--- config.mk ---
export PLATFORM = sky130hd
export DESIGN_NAME = spi_sd_master
export DESIGN_NICKNAME = d
export VERILOG_FILES = /design/src/rtl/spi_sd_master.sv
export SDC_FILE = /design/constraint.sdc
export NUM_CORES = 1
export LEC_CHECK = 0
export CAP_MARGIN = 10
export CORE_MARGIN = 8
export CORE_UTILIZATION = 45
export DETAILED_ROUTE_END_ITERATION = 16
export PLACE_DENSITY = 0.66
export SYNTH_ARGS = -nofsm -noshare
export SYNTH_HDL_FRONTEND = slang
export SYNTH_SLANG_ARGS = --single-unit
--- constraint.sdc ---
create_clock -name clk_sys -period 3.2 [get_ports clk_sys]
set_input_delay 0.32 -clock clk_sys [delete_from_list [all_inputs] [get_ports clk_sys]]
set_output_delay 0.32 -clock clk_sys [all_outputs]
set_load 0.05 [all_outputs]
--- src/rtl/spi_sd_master.sv ---
// SPI master for SD cards: SPI mode 0, MSB first, programmable SCK half-period,
// and dummy 0xFF transfers with chip select held high for power-up clocking.
module spi_sd_master #(
  parameter logic [7:0] DIV_INIT = 8'd34
) (
  input  logic       clk_sys,
  input  logic       reset,
  input  logic [7:0] div,
  input  logic       div_wr,
  input  logic       cs_en,
  input  logic [7:0] tx_data,
  input  logic       start,
  input  logic       dummy,
  output logic       ready,
  output logic [7:0] rx_data,
  output logic       rx_valid,
  output logic       sck,
  output logic       mosi,
  input  logic       miso,
  output logic       cs_n
);

  typedef enum logic [1:0] {
    IDLE,
    LOW,
    HIGH,
    DONE
  } state_t;

  state_t     state;
  state_t     state_next;
  logic [7:0] div_reg;
  logic [7:0] div_reg_next;
  logic [7:0] div_lat;
  logic [7:0] div_lat_next;
  logic [7:0] cnt;
  logic [7:0] cnt_next;
  logic [7:0] tx_sh;
  logic [7:0] tx_sh_next;
  logic [7:0] rx_sh;
  logic [7:0] rx_sh_next;
  logic [7:0] rx_data_q;
  logic [7:0] rx_data_next;
  logic [3:0] bit_cnt;
  logic [3:0] bit_cnt_next;
  logic       sck_q;
  logic       sck_next;
  logic       mosi_q;
  logic       mosi_next;
  logic       cs_n_q;
  logic       cs_n_next;

  // Register every piece of state; reset forces the idle bus levels and aborts any transfer.
  always_ff @(posedge clk_sys) begin
    if (reset) begin
      state     <= IDLE;
      div_reg   <= DIV_INIT;
      div_lat   <= DIV_INIT;
      cnt       <= 8'd0;
      tx_sh     <= 8'hFF;
      rx_sh     <= 8'd0;
      rx_data_q <= 8'd0;
      bit_cnt   <= 4'd0;
      sck_q     <= 1'b0;
      mosi_q    <= 1'b1;
      cs_n_q    <= 1'b1;
    end else begin
      state     <= state_next;
      div_reg   <= div_reg_next;
      div_lat   <= div_lat_next;
      cnt       <= cnt_next;
      tx_sh     <= tx_sh_next;
      rx_sh     <= rx_sh_next;
      rx_data_q <= rx_data_next;
      bit_cnt   <= bit_cnt_next;
      sck_q     <= sck_next;
      mosi_q    <= mosi_next;
      cs_n_q    <= cs_n_next;
    end
  end

  // Next-state and datapath: LOW/HIGH each last (latched divider + 1) cycles; sample on rise, shift on fall.
  always_comb begin
    state_next   = state;
    div_reg_next = div_wr ? div : div_reg;
    div_lat_next = div_lat;
    cnt_next     = cnt;
    tx_sh_next   = tx_sh;
    rx_sh_next   = rx_sh;
    rx_data_next = rx_data_q;
    bit_cnt_next = bit_cnt;
    sck_next     = sck_q;
    mosi_next    = mosi_q;
    cs_n_next    = cs_n_q;
    case (state)
      IDLE: begin
        sck_next  = 1'b0;
        mosi_next = 1'b1;
        cs_n_next = ~cs_en;
        if (start) begin
          div_lat_next = div_wr ? div : div_reg;
          cnt_next     = div_wr ? div : div_reg;
          tx_sh_next   = dummy ? 8'hFF : tx_data;
          mosi_next    = dummy ? 1'b1 : tx_data[7];
          cs_n_next    = dummy | ~cs_en;
          bit_cnt_next = 4'd0;
          state_next   = LOW;
        end
      end
      LOW: begin
        if (cnt == 8'd0) begin
          sck_next     = 1'b1;
          rx_sh_next   = {rx_sh[6:0], miso};
          cnt_next     = div_lat;
          bit_cnt_next = bit_cnt + 4'd1;
          state_next   = HIGH;
        end else begin
          cnt_next = cnt - 8'd1;
        end
      end
      HIGH: begin
        if (cnt == 8'd0) begin
          sck_next = 1'b0;
          if (bit_cnt < 4'd8) begin
            tx_sh_next = {tx_sh[6:0], 1'b0};
            mosi_next  = tx_sh[6];
            cnt_next   = div_lat;
            state_next = LOW;
          end else begin
            mosi_next    = 1'b1;
            rx_data_next = rx_sh;
            state_next   = DONE;
          end
        end else begin
          cnt_next = cnt - 8'd1;
        end
      end
      DONE: begin
        mosi_next  = 1'b1;
        cs_n_next  = ~cs_en;
        state_next = IDLE;
      end
      default: begin
        state_next = IDLE;
      end
    endcase
  end

  assign ready    = (state == IDLE);
  assign rx_valid = (state == DONE);
  assign rx_data  = rx_data_q;
  assign sck      = sck_q;
  assign mosi     = mosi_q;
  assign cs_n     = cs_n_q;

endmodule

==> reports/metrics.cfg <==
[clocking]
cts-hold-fix-buffers = 0
cts_resized = 0
cts_tree = done
path_clk_slew_ns = 0.11
root_buffer = clkbuf_8
cts_max_path_buffers = 2
cts_sinks = 56
clkLatencyLatePin_ns = 0.31
post_cts_buffers = 0
h-tree-depth = 2
cts_buffers = 5

[setup_path]
crit_required_ns = 3.36
critPathCaptureType = register
cp.arrival_ns = 2.54
crit_family = simple AND/OR/NAND/NOR gates
criticalPathCategory = register to register
regToRegSetupSlack_ns = 0.82
critPathMaxFanout = 16
slowest_delay_ns = 0.65
crit_chain = inv_1 -> ha_1 -> or4b_4 -> or3_1 -> a21oi_1 -> a311oi_1
cpMaxStageDelayCell = or3_1
start_kind = register
path_buf_inv = 1

[yosys]
synth_cell_types = 56
synth-edff-count = 0
syn-cell-area_mm2 = 0.00283
synth.ff_latch_count = 56
syn_nets = 359
synth_ff_type = dfxtp_1
ys_warn_count = 0
avgSynthCellArea_um2 = 8.61
yosysSeqAreaShare = 0.396
synth_async_sr_flop_share = 0
synth_cells = 329

[routing]
wl_met2_um = 3160
wirelength_um = 6440
drt-met1-wl_um = 3010
num_vias = 2383
drt-vias-per-instance = 5.58
first_iter_violations = 121
dr_wl_met3_um = 219
post_drt_wl_per_cell_um = 15.1
drc_errors = 0
first_pass_iters = 4
top_layer = met4
ant_nets = 0

[status]
outcome = complete, no violations

[finish]
nFillCells = 582
area_growth_pct = 15.6
final_net_count = 379
design_area_mm2 = 0.00328
multi_input_area_mm2 = 0.00156
layout_commonest_cell = dfxtp_1
drive_gt1_frac = 0.0886
final_cell_mix = dfxtp_1, clkdlybuf4s50_1, nand2_1, nor2_1, a21oi_1
seq_area_mm2 = 0.00112
diodes = 0

[floorplanning]
initial_core_util = 0.457
core_mm2 = 0.00620
rows = 29
dieArea_mm2 = 0.00909
ios = 36
die_h_um = 95.4
die_w_um = 95.4

[timing]
fin_skew_ns = 0.00999
period_minus_slack_ns = 2.38
rsz0062_at_grt = no
fmax_mhz = 420
slew_violations = 0
hold_viol_final = 0
period_share = 0.744
setup_viol = 0
fin_setup_tns_ns = 0
slew_headroom = 0.360
hold_ws_ns = 0.444
worst_pin_slew_ns = 0.933

[global_route]
grt_use_total = 0.147
grt_max_degree = 32
grt.overflow.total = 0
grt_pass1_vias = 2360
antenna_found_initial = 0
grt_first_pass_wirelength_um = 10900

[placed_design]
dpl-instance-area_mm2 = 0.00318
hpwl_um = 4520
port_buffers = 35
place_congestion = 0.793

[power_and_ir_drop]
p_per_area_mw_per_mm2 = 874
leakagePower_nw = 1.13
power_w = 0.00286
ir_drop_uv = 465

[flow_run]
maxCapViolations = 0

[worst_hold_path]
min_path_type = input port to register

worst register-to-register path, delay by kind of cell (launching register included):
family	cells	cell delay [ns]
and+or+nand+nor	2	1.26
DFF	1	0.35
AOI/OAI and AO/OA	2	0.30
adders and majority gates	1	0.23
buffers and inverters	1	0.10
Yosys cell counts (2+ instances only):
cell type  number  share of area
a31oi_1         5          0.011
xor2_1          2         0.0062
nand3_1        12          0.021
buf_2           4         0.0071
or2_2           6          0.013
a311oi_1        7          0.022
nand2_1        28          0.037
dfxtp_1        56           0.40
nor2_1         28          0.037
or3_1           4         0.0088
nor3b_1         2         0.0053
inv_1          10          0.013
nor2b_1         8          0.018
o21ai_0         8          0.014
or4_1           3         0.0079
a211oi_1       16          0.042
a21oi_1        28          0.049
nor3_4          3          0.017
nor3_1          9          0.016
o21ai_1         6          0.011
ha_1            7          0.031
nand2b_1        5          0.011
mux2i_1        15          0.053
clkbuf_1       16          0.021
o211ai_1        5          0.013
buf_6           2         0.0079
o31ai_1         2         0.0053
a211o_1         4          0.012
metal layers:
layer | vias to the layer above | global-route usage
met4 | 0 | 0.0390
met2 | 30 | 0.255
met1 | 1115 | 0.177
met3 | 6 | 0.0346
met5 | - | 0
li1 | 1232 | -
kinds of logic after synthesis:
| group | after synthesis | share of synthesized area |
|---|---|---|
| AO/OA/AOI/OAI | 93 | 0.219 |
| XOR/XNOR | 3 | 0.00927 |
| adder cells (fa/ha/maj) | 7 | 0.0309 |
| buffers and inverters | 34 | 0.0525 |
| flip-flops | 56 | 0.396 |
| multiplexers | 15 | 0.0530 |
| AND/OR/NAND/NOR | 121 | 0.239 |
layout make-up:
cell class | count | share of cell area
clock buffer | 5 | 0.0210
timing repair buffer | 37 | 0.110
multi-input combinational | 239 | 0.477
tap | 77 | 0.0294
inverter | 10 | 0.0115
sequential | 56 | 0.342
clock inverter | 3 | 0.00840
metrics by stage:
step / cells / worst slack [ns] / utilization
after global placement: 419 / 0.898 / 0.512
after global routing: 427 / 0.677 / 0.528
after detailed placement: 419 / 0.837 / 0.512
final: 427 / 0.818 / 0.528
after floorplan: 329 / 0.977 / -
after CTS: 427 / 0.800 / 0.528
power breakdown:
group / internal (W) / switching [W]
combinational: 0.000588 / 0.000908
sequential: 0.000827 / 0.000137
clock: 0.000161 / 0.000242
final timing paths:
path	start	endpoint	cells after the start
max	cnt[0]	cnt[5]	6
max reg2reg	cnt[0]	cnt[5]	6
min reg2reg	rx_sh[7]	rx_data[7]	2
min	reset	div_reg[3]	2
No activity file was read; power rests on OpenSTA's default activity.
